$ cat src/rtl/dmem_pkg.sv
// Shared encodings for the data-memory load/store adapter: access sizes,
// FSM states and the alignment rule used to reject accesses up front.
package dmem_pkg;

  localparam logic [1:0] SIZE_BYTE = 2'b00;
  localparam logic [1:0] SIZE_HALF = 2'b01;
  localparam logic [1:0] SIZE_WORD = 2'b10;
  localparam logic [1:0] SIZE_ILL  = 2'b11;

  typedef enum logic [2:0] {
    StIdle   = 3'd0,
    StAccess = 3'd1,
    StWait   = 3'd2,
    StResp   = 3'd3,
    StFault  = 3'd4
  } state_e;

  function automatic logic is_misaligned(input logic [1:0] size, input logic [1:0] addr_lo);
    logic bad;
    case (size)
      SIZE_BYTE: bad = 1'b0;
      SIZE_HALF: bad = addr_lo[0];
      SIZE_WORD: bad = (addr_lo != 2'b00);
      default:   bad = 1'b1;
    endcase
    return bad;
  endfunction

endpackage

$ cat src/rtl/dmem_adapter_if.sv
// CPU request/response and memory port B signals of the load/store adapter.
// slave = the adapter itself, master = the CPU plus memory around it.
interface dmem_adapter_if #(
  parameter int unsigned MEM_ADDR_WIDTH = 8
);
  logic                      cpu_req;
  logic [31:0]               cpu_addr;
  logic                      cpu_we;
  logic [1:0]                cpu_size;
  logic                      cpu_signed;
  logic [31:0]               cpu_wdata;
  logic [31:0]               cpu_rdata;
  logic                      cpu_done;
  logic                      cpu_stall;
  logic                      cpu_misaligned;
  logic                      cpu_bus_err;
  logic [MEM_ADDR_WIDTH-1:0] mem_addr;
  logic [31:0]               mem_din;
  logic [3:0]                mem_wr;
  logic                      mem_enable;
  logic [31:0]               mem_dout;
  logic                      mem_ready;

  modport slave (
    input  cpu_req, cpu_addr, cpu_we, cpu_size, cpu_signed, cpu_wdata, mem_dout, mem_ready,
    output cpu_rdata, cpu_done, cpu_stall, cpu_misaligned, cpu_bus_err,
    output mem_addr, mem_din, mem_wr, mem_enable
  );

  modport master (
    output cpu_req, cpu_addr, cpu_we, cpu_size, cpu_signed, cpu_wdata, mem_dout, mem_ready,
    input  cpu_rdata, cpu_done, cpu_stall, cpu_misaligned, cpu_bus_err,
    input  mem_addr, mem_din, mem_wr, mem_enable
  );

endinterface

$ cat src/rtl/dmem_lane_align.sv
// Little-endian byte-lane steering: store write mask and data replication,
// load data right-alignment with zero/sign extension.
module dmem_lane_align
  import dmem_pkg::*;
(
  input  logic [1:0]  addr_lo,
  input  logic [1:0]  size,
  input  logic        is_signed,
  input  logic [31:0] wdata,
  input  logic [31:0] mem_dout,
  output logic [3:0]  wmask,
  output logic [31:0] din,
  output logic [31:0] rdata
);

  logic [31:0] shifted;

  always_comb begin
    shifted = mem_dout >> {addr_lo, 3'b000};
    wmask   = 4'b1111;
    din     = wdata;
    rdata   = shifted;
    case (size)
      SIZE_BYTE: begin
        wmask = 4'b0001 << addr_lo;
        din   = {4{wdata[7:0]}};
        rdata = {{24{is_signed & shifted[7]}}, shifted[7:0]};
      end
      SIZE_HALF: begin
        wmask = addr_lo[1] ? 4'b1100 : 4'b0011;
        din   = {2{wdata[15:0]}};
        rdata = {{16{is_signed & shifted[15]}}, shifted[15:0]};
      end
      default: ;
    endcase
  end

endmodule

$ cat src/rtl/dmem_adapter.sv
// CPU load/store to word-memory port B adapter: one access per request, 3-cycle latency.
// Define DMEM_TIMEOUT_EN to abort accesses whose mem_ready never arrives with cpu_bus_err.
module dmem_adapter
  import dmem_pkg::*;
#(
  parameter int unsigned MEM_ADDR_WIDTH = 8,
  parameter int unsigned TIMEOUT_CYCLES = 15
) (
  input logic           clk,
  input logic           rst,
  dmem_adapter_if.slave bus
);

  state_e                    state_q, state_d;
  logic [MEM_ADDR_WIDTH+1:0] addr_q;
  logic                      we_q;
  logic [1:0]                size_q;
  logic                      signed_q;
  logic [31:0]               wdata_q;
  logic [31:0]               rdata_q;
  logic                      accept;
  logic                      capture;
  logic                      timeout_hit;
  logic [3:0]                wmask;
  logic [31:0]               din;
  logic [31:0]               ext_rdata;
  logic                      unused_addr_hi;

  assign unused_addr_hi = ^bus.cpu_addr[31:MEM_ADDR_WIDTH+2];

  dmem_lane_align u_align (
    .addr_lo  (addr_q[1:0]),
    .size     (size_q),
    .is_signed(signed_q),
    .wdata    (wdata_q),
    .mem_dout (bus.mem_dout),
    .wmask    (wmask),
    .din      (din),
    .rdata    (ext_rdata)
  );

  always_comb begin
    state_d = state_q;
    accept  = 1'b0;
    capture = 1'b0;
    unique case (state_q)
      StIdle: begin
        if (bus.cpu_req) begin
          if (is_misaligned(bus.cpu_size, bus.cpu_addr[1:0])) begin
            state_d = StFault;
          end else begin
            accept  = 1'b1;
            state_d = StAccess;
          end
        end
      end
      StAccess: state_d = StWait;
      StWait: begin
        // A ready arriving in the timeout cycle still completes the access.
        if (bus.mem_ready) begin
          capture = ~we_q;
          state_d = StResp;
        end else if (timeout_hit) begin
          state_d = StResp;
        end
      end
      StResp, StFault: state_d = StIdle;
      default: state_d = StIdle;
    endcase
  end

  always_ff @(posedge clk) begin
    if (!rst) begin
      state_q  <= StIdle;
      addr_q   <= '0;
      we_q     <= 1'b0;
      size_q   <= SIZE_BYTE;
      signed_q <= 1'b0;
      wdata_q  <= '0;
      rdata_q  <= '0;
    end else begin
      state_q <= state_d;
      if (accept) begin
        addr_q   <= bus.cpu_addr[MEM_ADDR_WIDTH+1:0];
        we_q     <= bus.cpu_we;
        size_q   <= bus.cpu_size;
        signed_q <= bus.cpu_signed;
        wdata_q  <= bus.cpu_wdata;
      end
      if (capture) begin
        rdata_q <= ext_rdata;
      end
    end
  end

`ifdef DMEM_TIMEOUT_EN
  localparam int unsigned CntW = $clog2(TIMEOUT_CYCLES + 1);

  logic [CntW-1:0] cnt_q;
  logic            err_q;

  assign timeout_hit = (state_q == StWait) && !bus.mem_ready &&
                       (cnt_q == CntW'(TIMEOUT_CYCLES - 1));

  always_ff @(posedge clk) begin
    if (!rst) begin
      cnt_q <= '0;
      err_q <= 1'b0;
    end else begin
      if (state_q == StAccess) begin
        cnt_q <= '0;
      end else if (state_q == StWait && !bus.mem_ready) begin
        cnt_q <= cnt_q + 1'b1;
      end
      // RESP is only ever entered from WAIT, so this flag tags its cause.
      if (state_q == StWait) begin
        err_q <= timeout_hit;
      end
    end
  end

  assign bus.cpu_bus_err = (state_q == StResp) && err_q;
`else
  localparam int unsigned unused_timeout_cycles = TIMEOUT_CYCLES;

  assign timeout_hit     = 1'b0;
  assign bus.cpu_bus_err = 1'b0;
`endif

  assign bus.mem_enable     = (state_q == StAccess);
  assign bus.mem_wr         = (state_q == StAccess && we_q) ? wmask : 4'b0000;
  assign bus.mem_addr       = addr_q[MEM_ADDR_WIDTH+1:2];
  assign bus.mem_din        = din;
  assign bus.cpu_rdata      = rdata_q;
  assign bus.cpu_done       = (state_q == StResp) || (state_q == StFault);
  assign bus.cpu_misaligned = (state_q == StFault);
  assign bus.cpu_stall      = bus.cpu_req & ~bus.cpu_done;

endmodule

$ cat src/flat_wrapper.sv
// flat-port wrapper written by rule: the top's interface ports become plain ports
module dmem_adapter_flat import dmem_pkg::*;
#(
  parameter int unsigned MEM_ADDR_WIDTH = 8,
  parameter int unsigned TIMEOUT_CYCLES = 15
)
  (clk, rst, bus_cpu_req, bus_cpu_addr, bus_cpu_we, bus_cpu_size, bus_cpu_signed, bus_cpu_wdata, bus_mem_dout, bus_mem_ready, bus_cpu_rdata, bus_cpu_done, bus_cpu_stall, bus_cpu_misaligned, bus_cpu_bus_err, bus_mem_addr, bus_mem_din, bus_mem_wr, bus_mem_enable);
  dmem_adapter_if #(.MEM_ADDR_WIDTH(MEM_ADDR_WIDTH)) bus_i ();
  input logic clk;
  input logic rst;
  input wire logic [$bits(bus_i.cpu_req)-1:0] bus_cpu_req;
  input wire logic [$bits(bus_i.cpu_addr)-1:0] bus_cpu_addr;
  input wire logic [$bits(bus_i.cpu_we)-1:0] bus_cpu_we;
  input wire logic [$bits(bus_i.cpu_size)-1:0] bus_cpu_size;
  input wire logic [$bits(bus_i.cpu_signed)-1:0] bus_cpu_signed;
  input wire logic [$bits(bus_i.cpu_wdata)-1:0] bus_cpu_wdata;
  input wire logic [$bits(bus_i.mem_dout)-1:0] bus_mem_dout;
  input wire logic [$bits(bus_i.mem_ready)-1:0] bus_mem_ready;
  output wire logic [$bits(bus_i.cpu_rdata)-1:0] bus_cpu_rdata;
  output wire logic [$bits(bus_i.cpu_done)-1:0] bus_cpu_done;
  output wire logic [$bits(bus_i.cpu_stall)-1:0] bus_cpu_stall;
  output wire logic [$bits(bus_i.cpu_misaligned)-1:0] bus_cpu_misaligned;
  output wire logic [$bits(bus_i.cpu_bus_err)-1:0] bus_cpu_bus_err;
  output wire logic [$bits(bus_i.mem_addr)-1:0] bus_mem_addr;
  output wire logic [$bits(bus_i.mem_din)-1:0] bus_mem_din;
  output wire logic [$bits(bus_i.mem_wr)-1:0] bus_mem_wr;
  output wire logic [$bits(bus_i.mem_enable)-1:0] bus_mem_enable;
  assign bus_i.cpu_req = bus_cpu_req;
  assign bus_i.cpu_addr = bus_cpu_addr;
  assign bus_i.cpu_we = bus_cpu_we;
  assign bus_i.cpu_size = bus_cpu_size;
  assign bus_i.cpu_signed = bus_cpu_signed;
  assign bus_i.cpu_wdata = bus_cpu_wdata;
  assign bus_i.mem_dout = bus_mem_dout;
  assign bus_i.mem_ready = bus_mem_ready;
  assign bus_cpu_rdata = bus_i.cpu_rdata;
  assign bus_cpu_done = bus_i.cpu_done;
  assign bus_cpu_stall = bus_i.cpu_stall;
  assign bus_cpu_misaligned = bus_i.cpu_misaligned;
  assign bus_cpu_bus_err = bus_i.cpu_bus_err;
  assign bus_mem_addr = bus_i.mem_addr;
  assign bus_mem_din = bus_i.mem_din;
  assign bus_mem_wr = bus_i.mem_wr;
  assign bus_mem_enable = bus_i.mem_enable;
  dmem_adapter #(.MEM_ADDR_WIDTH(MEM_ADDR_WIDTH), .TIMEOUT_CYCLES(TIMEOUT_CYCLES)) u_core (.clk(clk), .rst(rst), .bus(bus_i));
endmodule
$ cat config.mk
export PLATFORM = sky130hd
export DESIGN_NAME = dmem_adapter_flat
export DESIGN_NICKNAME = d
export VERILOG_FILES = /design/src/rtl/dmem_pkg.sv /design/src/rtl/dmem_adapter_if.sv /design/src/rtl/dmem_lane_align.sv /design/src/rtl/dmem_adapter.sv /design/src/flat_wrapper.sv
export SDC_FILE = /design/constraint.sdc
export NUM_CORES = 1
export LEC_CHECK = 0
export ABC_AREA = 1
export CORE_UTILIZATION = 47
export CTS_CLUSTER_SIZE = 16
export DETAILED_ROUTE_END_ITERATION = 16
export HOLD_SLACK_MARGIN = 0.15
export MAX_ROUTING_LAYER = met4
export PLACE_DENSITY = 0.84
export SETUP_SLACK_MARGIN = 0.4
export SYNTH_ARGS = -nofsm -noshare
export SYNTH_HDL_FRONTEND = slang
export SYNTH_HIERARCHICAL = 1
export SYNTH_SLANG_ARGS = --single-unit
$ cat constraint.sdc
create_clock -name clk -period 2.01 [get_ports clk]
set_input_delay 0.201 -clock clk [delete_from_list [all_inputs] [get_ports clk]]
set_output_delay 0.201 -clock clk [all_outputs]
set_load 0.02 [all_outputs]
==> results_dict.tcl <==
set metrics [dict create \
    n_fill_cell 909 \
    place_congestion 0.920 \
    cp_num_buf_inv 3 \
    hold_class "in2reg" \
    cts.clk_slew.worst_paths_ps 90 \
    r2r-start "u_core/addr_q[0]" \
    die_x_um 104 \
    mostFrequentLayoutCell "nand2_1" \
    cts_buffer_depth 2 \
    arrival_ps 1370 \
    fin_nets 1021 \
    critPathTopFamily "buffers and inverters" \
    crit_path_max_fanout 7 \
    vias 5294 \
    hpwlAfterDp_um 9170 \
    slew_violations 0 \
    routed_via_density 5.01 \
    syn_to_final_growth_pct 36.9 \
    drc 0 \
    seq_area_frac_synth_pct 32.9 \
    drtAntennaViolNets 0 \
    grt_pass1_vias 4648 \
    slew_headroom_pct 65.6 \
    drt_iter0_drc 264 \
    worst_pin_slew_ps 515 \
    fin_crit_ps 1580 \
    antenna_found_initial 0 \
    worstPathCellList "buf_6 > buf_4 > nand2_1 > nand2_1 > clkdlybuf4s15_2" \
    hold_depth 4 \
    cts_tree "done" \
    worst_slack_ps 434 \
    ys_warn_count 6 \
    dr.pass1.iters 5 \
    cts.root.buffer_cell "clkbuf_8" \
    wl_um 13800 \
    path_depth 5 \
    finalSetupTns_ps 0 \
    ir_drop_uv 413 \
    syn_inst 784 \
    cts_buffers 9 \
    rows 37 \
    die_h_um 104 \
    rsz0062_at_grt "true" \
    fmax_mhz 635 \
    outcome "finished, final reports clean" \
    grt_pass1_wl_um 21800 \
    start_kind "register" \
    min_period_over_period_pct 78.4 \
    syn_nets 888 \
    cp_slowest_cell "dfxtp_2" \
    yosysUniqueCellTypes 28 \
    clock_sinks 81 \
    synth_seq_cells 81 \
    cap_violations 0 \
    utilization_pct 65.9 \
    layout_common_cells "nand2_1, nor2_1, clkdlybuf4s50_1" \
    crit_start "u_core/size_q[1]" \
    cts-htree-levels 3 \
    wl_per_cell_um 13.0 \
    p_leak_nw 3.29 \
    clock_latency_ps 350 \
    p_per_area_mw_per_mm2 776 \
    port_buffers 161 \
    setup.worst_path.class "reg2out" \
    grt-ovfl-total 0 \
    required_ps 1810 \
    path_common_cell "nand2_1" \
    cpPeakStageDelay_ps 350 \
    skew_ps 10.8 \
    setup_viol 0 \
    die_area_sq_mm 0.0109 \
    cp-endpoint "bus_mem_din[16]" \
    grt_use_total_pct 25.2 \
    drive_above_1_share_pct 12.8 \
    ios 185 \
    dp_slack_ps 245 \
    synth_area_sq_mm 0.00493 \
    n_antenna_cell 0 \
    avgSynthCellArea_sq_um 6.28 \
    start_util_pct 48.1 \
    rrSetupSlack_ps 460 \
    cp-end-kind "primary output" \
    rr_worst_depth 9 \
    coreArea_sq_mm 0.0102 \
    finalHoldViolCount 0 \
    grt_max_degree 81 \
    r2r_end "u_core/bus.cpu_rdata[3]" \
]
[metal layers]
metal	routed length, um	global-route usage [%]	part of all wire [%]
met5	0	-	0
met4	304	8.37	2.2
met3	1080	5.95	7.9
met2	6630	42.0	48
met1	5740	29.7	42
[logic make-up after synthesis]
group / Yosys count / share of synthesized area [%]
other: 1 / 0.0761
AO/OA/AOI/OAI: 70 / 7.52
AND/OR/NAND/NOR: 489 / 44.1
buffers and inverters: 143 / 15.4
flip-flops: 81 / 32.9
[how the worst min path moves through the flow]
stage                                         from                  endpoint  slack [ps]
final                                          rst        u_core/wdata_q[10]         350
after global routing                           rst        u_core/wdata_q[10]         350
after CTS                                      rst        u_core/wdata_q[10]         340
after detailed placement  u_core/bus.cpu_rdata[15]  u_core/bus.cpu_rdata[15]         460
after global placement    u_core/bus.cpu_rdata[11]  u_core/bus.cpu_rdata[11]         450
after floorplan                    bus_cpu_addr[0]          u_core/addr_q[0]         420
[stage by stage]
step                      cell area, sq um  power (W)  std cells  hold WS, ps
after CTS                             6620    0.00517       1050          340
after global placement                6420    0.00383       1030          447
after global routing                  6740    0.00555       1057          354
after floorplan                       4930    0.00323        784          420
after detailed placement              6420    0.00385       1030          456
final                                 6740    0.00523       1057          352
[final cells by class]
cell class / instances / area [sq um] / area share [%]
Timing Repair Buffer: 190 / 1800 / 26.7
Tap cell: 136 / 170 / 2.52
Clock inverter: 5 / 78.8 / 1.17
Clock buffer: 10 / 138 / 2.04
Inverter: 73 / 282 / 4.17
Multi-Input combinational cell: 562 / 2630 / 39.0
Sequential cell: 81 / 1640 / 24.3
[cell usage after synthesis]
master / instances / share of area (%)
nor3_1: 1 / 0.10
clkbuf_1: 8 / 0.61
nor3_4: 1 / 0.33
nor2_1: 128 / 9.8
nand3_2: 4 / 0.81
buf_2: 18 / 1.8
nand3_1: 83 / 8.4
or2_2: 1 / 0.13
inv_2: 5 / 0.38
nand4_1: 1 / 0.13
a22oi_1: 7 / 1.1
nor2_8: 1 / 0.41
a21oi_1: 48 / 4.9
dfxtp_1: 81 / 33
buf_1: 7 / 0.53
buf_6: 16 / 3.7
nor2_2: 3 / 0.38
o211ai_1: 1 / 0.15
nor2_4: 3 / 0.69
nand2_1: 226 / 17
conb_1: 1 / 0.076
o21ai_1: 1 / 0.10
inv_1: 68 / 5.2
nand2_2: 3 / 0.38
buf_4: 21 / 3.2
nand2_4: 2 / 0.46
nand3b_1: 32 / 4.9
o21ai_0: 13 / 1.3
[worst reg2reg max path, stage by stage (launching register included)]
cell	delay, ps
dfxtp_4	370
inv_2	40
buf_4	160
buf_12	150
o21ai_0	330
nand2_1	100
nand2_1	90
nand3b_1	100
nand2_1	60
nor2_1	100
[what timing repair did]
action | CTS | global route
pin swaps | 0 | 5
setup buffers | 4 | 6
resized for setup | 129 | 57
cloned | 1 | 1
hold buffers | 0 | 0
setup endpoints to repair | 52 | 79
[report_power, final]
| group | total [W] | switching (W) | internal (W) |
|---|---|---|---|
| clock | 0.00134 | 0.000610 | 0.000728 |
| sequential | 0.00190 | 0.000128 | 0.00177 |
| combinational | 0.00199 | 0.00113 | 0.000855 |
[sequential cells by signal, summed over array words and instances, names as in the netlist]
signal / flops
u_core/we_q: 1
u_core/addr_q: 10
u_core/size_q: 2
u_core/bus.cpu_rdata: 32
u_core/signed_q: 1
u_core/state_q: 3
u_core/wdata_q: 32
Note: power is estimated with default switching activity, not from simulation.
